--- config.mk ---
export PLATFORM = sky130hd
export DESIGN_NAME = pipe_hazard_ctrl
export DESIGN_NICKNAME = d
export VERILOG_FILES = /design/src/rtl/pipe_hazard_ctrl.sv
export SDC_FILE = /design/constraint.sdc
export NUM_CORES = 1
export LEC_CHECK = 0
export CAP_MARGIN = 20
export CORE_MARGIN = 3
export CORE_UTILIZATION = 29
export DETAILED_ROUTE_END_ITERATION = 8
export DONT_BUFFER_PORTS = 1
export PLACE_DENSITY_LB_ADDON = 0.05
export SLEW_MARGIN = 20
export SYNTH_ARGS = -nofsm -noshare
export SYNTH_HDL_FRONTEND = slang
export SYNTH_SLANG_ARGS = --single-unit
--- constraint.sdc ---
create_clock -name clk -period 3.11 [get_ports clk]
set_input_delay 0.622 -clock clk [delete_from_list [all_inputs] [get_ports clk]]
set_output_delay 0.622 -clock clk [all_outputs]
set_load 0.02 [all_outputs]
--- src/rtl/pipe_hazard_ctrl.sv ---
// Hazard and sequencing controller for a 5-stage RISC-V pipeline: load-use
// stalls, branch flushes, operand forwarding and data-memory wait handling.
module pipe_hazard_ctrl #(
  parameter int TIMEOUT = 16,
  parameter int CNT_W   = 32
) (
  input  logic             clk,
  input  logic             reset,
  input  logic [4:0]       rs1_dec_i,
  input  logic [4:0]       rs2_dec_i,
  input  logic             rs1_used_dec_i,
  input  logic             rs2_used_dec_i,
  input  logic             valid_ex_i,
  input  logic             rf_en_ex_i,
  input  logic             is_lw_ex_i,
  input  logic [4:0]       rd_ex_i,
  input  logic             branch_taken_ex_i,
  input  logic             valid_mem_i,
  input  logic             rf_en_mem_i,
  input  logic             is_lw_mem_i,
  input  logic             mem_wr_mem_i,
  input  logic [4:0]       rd_mem_i,
  input  logic             valid_wb_i,
  input  logic             rf_en_wb_i,
  input  logic [4:0]       rd_wb_i,
  input  logic             dmem_ack_i,
  output logic             dmem_req_o,
  output logic             hold_fetch_o,
  output logic             hold_dec_o,
  output logic             hold_ex_o,
  output logic             hold_mem_o,
  output logic             clr_dec_o,
  output logic             clr_ex_o,
  output logic             clr_wb_o,
  output logic [1:0]       fwd_sel_p1_o,
  output logic [1:0]       fwd_sel_p2_o,
  output logic             bus_err_o,
  output logic [CNT_W-1:0] stall_cnt_o
);

  localparam int WCNT_W = (TIMEOUT < 2) ? 1 : $clog2(TIMEOUT + 1);
  localparam logic [WCNT_W-1:0] WCNT_MAX = WCNT_W'(TIMEOUT);

  typedef enum logic {S_IDLE, S_WAIT} state_t;

  // state_q is the FSM state, kept as a named signal for checker binding.
  state_t            state_q, state_d;
  logic [WCNT_W-1:0] wait_cnt_q, wait_cnt_d;
  logic              bus_err_q;
  logic [CNT_W-1:0]  stall_cnt_q;

  logic mem_op, mem_stall, err_set, load_use, branch_flush;

  assign mem_op = valid_mem_i & (is_lw_mem_i | mem_wr_mem_i);

  always_comb begin
    state_d    = state_q;
    wait_cnt_d = wait_cnt_q;
    mem_stall  = 1'b0;
    err_set    = 1'b0;
    case (state_q)
      S_IDLE: begin
        if (mem_op && !dmem_ack_i) begin
          state_d    = S_WAIT;
          wait_cnt_d = WCNT_W'(1);
          mem_stall  = 1'b1;
        end
      end
      S_WAIT: begin
        if (dmem_ack_i) begin
          state_d    = S_IDLE;
          wait_cnt_d = '0;
        end else if (wait_cnt_q == WCNT_MAX) begin
          // Abandon the access; the pipeline is released this cycle.
          state_d    = S_IDLE;
          wait_cnt_d = '0;
          err_set    = 1'b1;
        end else begin
          wait_cnt_d = wait_cnt_q + WCNT_W'(1);
          mem_stall  = 1'b1;
        end
      end
      default: begin
        state_d    = S_IDLE;
        wait_cnt_d = '0;
      end
    endcase
  end

  always_ff @(posedge clk) begin
    if (!reset) begin
      state_q    <= S_IDLE;
      wait_cnt_q <= '0;
      bus_err_q  <= 1'b0;
    end else begin
      state_q    <= state_d;
      wait_cnt_q <= wait_cnt_d;
      if (err_set) bus_err_q <= 1'b1;
    end
  end

  assign load_use = valid_ex_i & is_lw_ex_i & rf_en_ex_i & (rd_ex_i != 5'd0) &
                    ((rs1_used_dec_i & (rs1_dec_i == rd_ex_i)) |
                     (rs2_used_dec_i & (rs2_dec_i == rd_ex_i)));
  assign branch_flush = branch_taken_ex_i & valid_ex_i;

  function automatic logic [1:0] fwd_sel(input logic [4:0] rs);
    logic [1:0] sel;
    sel = 2'd0;
    if (valid_mem_i && rf_en_mem_i && !is_lw_mem_i && rd_mem_i != 5'd0 && rd_mem_i == rs)
      sel = 2'd1;
    else if (valid_wb_i && rf_en_wb_i && rd_wb_i != 5'd0 && rd_wb_i == rs)
      sel = 2'd2;
    return sel;
  endfunction

  // A memory stall freezes everything up to MEM; flush and bubble wait for release.
  always_comb begin
    dmem_req_o   = 1'b0;
    hold_fetch_o = 1'b0;
    hold_dec_o   = 1'b0;
    hold_ex_o    = 1'b0;
    hold_mem_o   = 1'b0;
    clr_dec_o    = 1'b0;
    clr_ex_o     = 1'b0;
    clr_wb_o     = 1'b0;
    fwd_sel_p1_o = 2'd0;
    fwd_sel_p2_o = 2'd0;
    if (reset) begin
      dmem_req_o   = mem_op;
      fwd_sel_p1_o = fwd_sel(rs1_dec_i);
      fwd_sel_p2_o = fwd_sel(rs2_dec_i);
      if (mem_stall) begin
        hold_fetch_o = 1'b1;
        hold_dec_o   = 1'b1;
        hold_ex_o    = 1'b1;
        hold_mem_o   = 1'b1;
        clr_wb_o     = 1'b1;
      end else if (branch_flush) begin
        clr_dec_o = 1'b1;
        clr_ex_o  = 1'b1;
      end else if (load_use) begin
        hold_fetch_o = 1'b1;
        hold_dec_o   = 1'b1;
        clr_ex_o     = 1'b1;
      end
    end
  end

  always_ff @(posedge clk) begin
    if (!reset)
      stall_cnt_q <= '0;
    else if (hold_fetch_o && stall_cnt_q != {CNT_W{1'b1}})
      stall_cnt_q <= stall_cnt_q + CNT_W'(1);
  end

  assign bus_err_o   = bus_err_q;
  assign stall_cnt_o = stall_cnt_q;

endmodule

==> flow_summary.json, run 1 <==
{
  "status": "finished clean",
  "syn-mean-instance-area_um2": 8.12,
  "drc": 0,
  "dp_hpwl_um": 5190,
  "yosysWarnings": 0,
  "most-common-layout-cells": "dfxtp_1 (39), nand2_1 (29), nor2_1 (26), xor2_1 (21), xnor2_1 (20)",
  "vias": 2150,
  "reg2reg_depth": 9,
  "clockRootBuffer": "clkbuf_8",
  "critical_path.max_stage_delay_ps": 490,
  "place.gp.congestion": 0.756,
  "cp-start-kind": "input pin",
  "wire_per_inst_um": 16.5,
  "maxUsedRoutingLayer": "met4",
  "mostFrequentLayoutCell": "dfxtp_1",
  "crit_path_cell_trace": "or4_1 > o21ai_0 > nor4_1 > nor4_1 > buf_4",
  "antenna_found_initial": 0,
  "die_h_um": 97.5,
  "die_w_um": 97.5,
  "r2r-end": "stall_cnt_o[30]",
  "n_antenna_cell": 0,
  "cap_violations": 0,
  "overflow": 0,
  "wl_met2_um": 3030,
  "worstHoldPathCells": 1,
  "path_buf_inv": 1,
  "rows": 32,
  "finalSetupViolCount": 0,
  "worstPathArrival_ps": 1970,
  "wl_met3_um": 450,
  "hold_class": "in2reg",
  "ys.flop_type": "dfxtp_1",
  "nFillCells": 856,
  "cts_sinks": 39,
  "postCtsSetupBuffers": 0,
  "peakVddDrop_v": 0.000158,
  "final_nets": 343,
  "tightest_slew_ps": 452,
  "crit_top_cell": "nor4_1",
  "grt_pass1_vias": 2085,
  "finalPower_mw": 1.03,
  "ys_types": 47,
  "cts_buffers": 5,
  "ioPinCount": 85,
  "grt_pass1_wl_um": 10800,
  "cts_buffer_depth": 2,
  "cts_tree": "yes",
  "holdPathEnd": "state_q",
  "avgViaCountPerCell": 5.33,
  "r2r-start": "wait_cnt_q[0]",
  "synth_area_um2": 2430,
  "crit_family": "simple AND/OR/NAND/NOR gates",
  "syn2layout_area_growth_pct": 9.23,
  "worstSetupPathType": "in2out",
  "min_from": "reset",
  "r2r_slack_ps": 630,
  "drv_slew": 0,
  "insertion_delay_ps": 300,
  "port_buffers": 0,
  "first_pass_iters": 4,
  "slowest_stage": "or4_1",
  "finalHoldViolations": 0,
  "grt_start_max_net_pins": 27,
  "ctsHoldBuffers": 0,
  "finalClockSkew_ps": 9.02,
  "syn_nets": 342,
  "synthArstFlopShare_pct": 0,
  "ctsResizeCount": 0,
  "coreArea_um2": 7930,
  "syn_inst": 299,
  "dieArea_um2": 9500,
  "p_per_area_nw_per_um2": 387,
  "rsz0062_at_grt": "no",
  "totalWireLength_um": 6640,
  "required_ps": 2490,
  "synth-seq-area-share_pct": 32.2,
  "synth_seq_cells": 39,
  "drtIter0Drc": 67,
  "antenna_left": 0,
  "relSlewSlack_pct": 69.6,
  "synth_edf_count": 0,
  "post-route-period-util_pct": 83.4,
  "met1_length_um": 3090,
  "cp_max_fo": 3,
  "leakage_nw": 0.851,
  "drive_above_1_share_pct": 9.30,
  "htreeDepth": 2,
  "clk_pin_slew_worst_paths_ps": 90,
  "final.hold.worst_slack_ps": 445,
  "max_freq_mhz": 385,
  "start_util_pct": 30.6,
  "final.min_clock_period_ps": 2590,
  "finalSetupTns_ps": 0,
  "cp-end-kind": "primary output",
  "grtUsageTotal_pct": 13.7
}
[worst max-delay path by stage]
stage,start,endpoint,slack (ps),depth (start not counted)
floorplan,rd_mem_i[1],fwd_sel_p2_o[1],350,4
global placement,rd_mem_i[1],fwd_sel_p2_o[1],520,5
detailed placement,rd_mem_i[1],fwd_sel_p2_o[1],530,5
CTS,wait_cnt_q[0],clr_ex_o,500,7
global route,rd_mem_i[1],fwd_sel_p2_o[1],370,5
finish,rd_mem_i[1],fwd_sel_p2_o[1],520,5
[layer usage]
layer	up-vias	global-route usage, %
li1	1078	-
met1	999	18.0
met2	67	21.6
met3	6	4.59
met4	0	3.51
met5	-	0
[metrics by stage]
step	util [%]	cell area [um2]	worst slack (ps)	cells
floorplan	-	2430	349	299
global placement	32.0	2540	520	395
detailed placement	32.0	2540	533	395
CTS	33.4	2650	501	403
global route	33.4	2650	373	403
finish	33.4	2650	515	403
[registers in the layout, summed over array words and instances (netlist names)]
register / flops
bus_err_o: 1
stall_cnt_o: 32
state_q: 1
wait_cnt_q: 5
[logic make-up after synthesis]
group / synth area share (%)
AO/OA/AOI/OAI: 12.8
multiplexers: 2.47
adder cells (fa/ha/maj): 1.55
flip-flops: 32.2
XOR/XNOR: 14.8
AND/OR/NAND/NOR: 32.5
buffers and inverters: 3.76
[synthesized netlist by cell type, types with 2 or more instances]
cell | count | area [um2]
nand3_2 | 3 | 30.0
and3_1 | 5 | 31.3
xnor2_1 | 20 | 175
o21a_1 | 5 | 37.5
or4_1 | 4 | 30.0
o22ai_1 | 2 | 12.5
or3_1 | 7 | 43.8
ha_1 | 3 | 37.5
o31a_1 | 2 | 17.5
nand2_1 | 29 | 109
o21ai_0 | 10 | 50.1
mux2i_1 | 6 | 60.1
buf_4 | 4 | 30.0
nor3_1 | 13 | 65.1
inv_1 | 5 | 18.8
a31oi_1 | 2 | 12.5
xor2_1 | 21 | 184
o31ai_1 | 2 | 15.0
buf_2 | 4 | 20.0
clkbuf_1 | 5 | 18.8
o311ai_0 | 2 | 17.5
nor4_1 | 6 | 37.5
o41ai_1 | 2 | 17.5
nand3_1 | 15 | 75.1
and2_1 | 6 | 37.5
a21oi_1 | 14 | 70.1
dfxtp_1 | 39 | 781
nand2b_1 | 5 | 31.3
nand4_1 | 15 | 93.8
nor2_1 | 26 | 97.6
[cell type report]
class                           count  area (um2)  area share, %
Timing Repair Buffer                7        52.6           1.98
Clock inverter                      3        43.8           1.65
Tap cell                          102         128           4.81
Sequential cell                    39         781           29.4
Multi-Input combinational cell    241        1560           58.7
Inverter                            6        22.5          0.849
Clock buffer                        5        68.8           2.60
[power breakdown]
| group | internal, mW | switching [mW] |
|---|---|---|
| sequential | 0.502 | 0.00589 |
| clock | 0.239 | 0.192 |
| combinational | 0.0413 | 0.0470 |
| total | 0.782 | 0.245 |
(Power assumes the default switching activity.)
==> run 2: changes to the inputs <==
==> constraint.sdc (replaced) <==
create_clock -name clk -period 2.5 [get_ports clk]
set_input_delay 0.5 -clock clk [delete_from_list [all_inputs] [get_ports clk]]
set_output_delay 0.5 -clock clk [all_outputs]
set_load 0.02 [all_outputs]
==> run 2 against run 1 <==
Count of clock-buffer cells in the layout up 1. Die area did not move. Combinational power is 43% higher. Worst setup slack got worse by 360 ps. First-iteration DRC count down 3.0%. Global-route usage is 1.1 points higher. Flip-flop and latch count did not move. Critical endpoint is now hold_fetch_o. Largest power group unchanged.
==> flow_summary.json, run 2 (synthesis gave the netlist of run 1 again) <==
{
  "status": "finished clean",
  "fin_util_pct": 36.5,
  "htreeDepth": 2,
  "pre_cts_slack_ps": 127,
  "drtIter0Drc": 65,
  "drv_slew": 0,
  "finalClockSkew_ps": 7.83,
  "clockRootBuffer": "clkbuf_8",
  "max_freq_mhz": 426,
  "ioPinCount": 85,
  "die_w_um": 97.5,
  "cp-start-kind": "flop",
  "most-common-layout-cells": "dfxtp_1 (39), buf_4 (35), nand2_1 (29), nor2_1 (26), xor2_1 (21)",
  "cap_violations": 0,
  "required_ps": 2000,
  "holdPathEnd": "state_q",
  "rsz0062_at_grt": "no",
  "setup_slack_ps": 151,
  "dpl-instance-area_um2": 2800,
  "grt_pass1_wl_um": 11500,
  "slowest_stage": "dfxtp_1",
  "totalWireLength_um": 6950,
  "min_from": "reset",
  "r2r_slack_ps": 260,
  "post-route-period-util_pct": 94.0,
  "cp_max_fo": 10,
  "nFillCells": 876,
  "start_util_pct": 30.6,
  "fin_area_um2": 2890,
  "instances_no_fill": 433,
  "dieArea_um2": 9500,
  "finalSetupTns_ps": 0,
  "cts_buffer_depth": 2,
  "postCtsSetupBuffers": 0,
  "cts_sinks": 39,
  "port_buffers": 0,
  "crit_path_cell_trace": "inv_1 > ha_1 > and4bb_4 > nor3b_4 > o21a_2 > a31o_4 > buf_12",
  "wire_per_inst_um": 16.0,
  "coreArea_um2": 7930,
  "antenna_found_initial": 0,
  "first_pass_iters": 4,
  "finalPower_mw": 1.19,
  "critical_path.max_stage_delay_ps": 380,
  "ctsHoldBuffers": 0,
  "r2r-start": "wait_cnt_q[0]",
  "p_per_area_nw_per_um2": 411,
  "drive_above_1_share_pct": 18.4,
  "final.min_clock_period_ps": 2350,
  "drc": 0,
  "rows": 32,
  "hold_class": "in2reg",
  "tightest_slew_ps": 414,
  "cp-end-kind": "primary output",
  "avgViaCountPerCell": 5.17,
  "worstSetupPathType": "reg2out",
  "grtUsageTotal_pct": 14.8,
  "grt_pass1_vias": 2264,
  "reg2reg_depth": 10,
  "r2r-end": "stall_cnt_o[20]",
  "leakage_nw": 1.01,
  "ctsResizeCount": 0,
  "overflow": 0,
  "place.gp.congestion": 0.890,
  "syn2layout_area_growth_pct": 19.2,
  "numPlacedInstances": 425,
  "cts_buffers": 5,
  "antenna_left": 0,
  "worstHoldPathCells": 1,
  "largest_reg_flops": 32,
  "dp_hpwl_um": 5450,
  "final.hold.worst_slack_ps": 326,
  "insertion_delay_ps": 300,
  "vias": 2238,
  "finalSetupViolCount": 0,
  "relSlewSlack_pct": 72.2,
  "final_nets": 373,
  "grt_start_max_net_pins": 27,
  "worstPathArrival_ps": 1850,
  "peakVddDrop_v": 0.000184,
  "clk_pin_slew_worst_paths_ps": 80,
  "n_antenna_cell": 0,
  "finalHoldViolations": 0,
  "mostFrequentLayoutCell": "dfxtp_1",
  "cts_tree": "yes",
  "die_h_um": 97.5
}
[run 2: final cells by class]
type | count | area [um2] | share of cell area, %
sequential | 39 | 781 | 27.0
multi-input combinational | 241 | 1580 | 54.4
inverter | 6 | 22.5 | 0.778
clock buffer | 6 | 72.6 | 2.51
timing repair buffer | 37 | 303 | 10.5
clock inverter | 2 | 12.5 | 0.432
tap | 102 | 128 | 4.41
[run 2: routing by layer]
metal	share of wire, %	track usage, %	vias up
met4	1.4	4.26	0
met5	0	0	-
li1	-	-	1135
met2	46	24.1	56
met1	46	18.1	1037
met3	7.4	5.89	10
[run 2: worst max path at each step]
stage,from,to,slack (ps),depth (start not counted)
6_report,wait_cnt_q[0],hold_fetch_o,150,7
5_1_grt,wait_cnt_q[0],hold_fetch_o,7,7
4_1_cts,wait_cnt_q[0],clr_ex_o,40,7
3_5_place_dp,rd_mem_i[1],fwd_sel_p2_o[1],130,5
3_3_place_gp,rd_mem_i[1],fwd_sel_p2_o[1],190,5
2_1_floorplan,rd_mem_i[1],fwd_sel_p2_o[1],180,4
[run 2: report_power, final]
part	switching (mW)	internal [mW]
clock network	0.241	0.195
registers	0.00412	0.624
logic	0.0647	0.0614
[run 2: worst max-delay path: cells and delay by family, from the launching register on]
kind            cells  cell delay, ps
flops               1             380
compound gates      2             360
simple gates        2             380
buf+inv             2             240
fa+ha+maj           1             190
==> run 3: changes to the inputs <==
--- a/config.mk
+++ b/config.mk
@@ -7,7 +7,7 @@
 export LEC_CHECK = 0
 export CAP_MARGIN = 20
 export CORE_MARGIN = 3
-export CORE_UTILIZATION = 29
+export CORE_UTILIZATION = 50
 export DETAILED_ROUTE_END_ITERATION = 8
 export DONT_BUFFER_PORTS = 1
 export PLACE_DENSITY_LB_ADDON = 0.05
==> constraint.sdc (replaced) <==
create_clock -name clk -period 2.2 [get_ports clk]
set_input_delay 0.44 -clock clk [delete_from_list [all_inputs] [get_ports clk]]
set_output_delay 0.44 -clock clk [all_outputs]
set_load 0.02 [all_outputs]
==> run 3 against run 2 <==
Combinational power is 33% higher. Flip-flop and latch count stayed put. Global-route usage is 8.3 points higher. Wire length is 5.3% lower. Non-clock buffer count is 19 higher. Critical path type unchanged. Highest routed layer unchanged.
==> flow_summary.json, run 3 (synthesis gave the netlist of run 1 again) <==
{
  "most-common-layout-cells": "buf_4 (52), dfxtp_1 (37), nand2_1 (29), nor2_1 (26), xor2_1 (21)",
  "cap_violations": 0,
  "cts_sinks": 39,
  "clk_pin_slew_worst_paths_ps": 70,
  "die_h_um": 75.7,
  "numPlacedInstances": 387,
  "finalSetupViolCount": 0,
  "mostFrequentLayoutCell": "buf_4",
  "totalWireLength_um": 6580,
  "insertion_delay_ps": 290,
  "finalClockSkew_ps": 7.88,
  "cts_buffers": 5,
  "drive_above_1_share_pct": 24.2,
  "finalSetupTns_ps": 0,
  "rsz0062_at_grt": "yes",
  "finalPower_mw": 1.35,
  "htreeDepth": 2,
  "leakage_nw": 1.13,
  "p_per_area_nw_per_um2": 447,
  "drc": 0,
  "post-route-period-util_pct": 98.6,
  "n_antenna_cell": 0,
  "port_buffers": 0,
  "dp_hpwl_um": 5000,
  "ioPinCount": 85,
  "largest_reg_flops": 32,
  "grt_pass1_vias": 2276,
  "avgViaCountPerCell": 5.94,
  "fin_util_pct": 67.2,
  "hold_class": "in2reg",
  "first_pass_iters": 4,
  "start_util_pct": 53.9,
  "tightest_slew_ps": 439,
  "cp_max_fo": 5,
  "final_nets": 393,
  "pre_cts_slack_ps": 23.3,
  "final.min_clock_period_ps": 2170,
  "cts_buffer_depth": 2,
  "grt_start_max_net_pins": 27,
  "setup_slack_ps": 31.2,
  "worstPathArrival_ps": 1730,
  "drv_slew": 0,
  "coreArea_um2": 4500,
  "grt_pass1_wl_um": 10400,
  "overflow": 0,
  "max_freq_mhz": 461,
  "drtIter0Drc": 198,
  "cts_tree": "yes",
  "vias": 2395,
  "final.hold.worst_slack_ps": 275,
  "place.gp.congestion": 0.825,
  "wire_per_inst_um": 16.3,
  "instances_no_fill": 403,
  "dieArea_um2": 5730,
  "worstSetupPathType": "reg2out",
  "relSlewSlack_pct": 70.7,
  "status": "finished clean",
  "cp-start-kind": "flop",
  "fin_area_um2": 3030,
  "finalHoldViolations": 0,
  "peakVddDrop_v": 0.000199,
  "ctsHoldBuffers": 0,
  "required_ps": 1760,
  "rows": 24,
  "cp-end-kind": "primary output",
  "dpl-instance-area_um2": 2820,
  "die_w_um": 75.7,
  "syn2layout_area_growth_pct": 24.6,
  "grtUsageTotal_pct": 23.1,
  "antenna_found_initial": 0,
  "antenna_left": 0,
  "clockRootBuffer": "clkbuf_8"
}
-- run 3: final cells by class --
class | count | area (um2)
tap | 52 | 65.1
inverter | 6 | 22.5
fill | 411 | 1480
sequential | 39 | 783
timing repair buffer | 56 | 448
clock inverter | 1 | 5.00
multi-input combinational | 242 | 1630
clock buffer | 7 | 76.3
-- run 3: timing repair --
action                                  4_1_cts  5_1_grt
pin swaps                                     0        4
buffers inserted                              1        6
resized for setup                             3       17
cloned                                        0        1
endpoints found under the setup margin        4       15
-- run 3: worst paths after layout --
kind	startpoint	depth (start not counted)	end	slack, ps
setup / recovery	wait_cnt_q[0]	7	hold_fetch_o	30
hold / removal	reset	1	state_q	280
setup reg to reg	wait_cnt_q[0]	11	stall_cnt_o[28]	70
hold reg to reg	wait_cnt_q[4]	2	wait_cnt_q[4]	530
-- run 3: report_power, final --
group | switching (mW) | internal [mW]
Clock | 0.248 | 0.223
Combinational | 0.0843 | 0.0841
Sequential | 0.00268 | 0.710
-- run 3: metal layers --
layer | routed length, um | global-route usage (%) | share of wire [%] | vias up
met2 | 3190 | 39.2 | 48 | 94
li1 | - | - | - | 1183
met5 | 0 | 0 | 0 | -
met3 | 507 | 7.12 | 7.7 | 18
met1 | 2770 | 28.7 | 42 | 1100
met4 | 118 | 5.44 | 1.8 | 0
-- run 3: worst max-delay path, stage by stage, from the launching register on --
cell	delay [ps]
dfxtp_2	340
inv_2	50
ha_4	140
and4bb_4	200
nor3b_4	230
o21a_4	170
a31o_4	160
buf_8	150
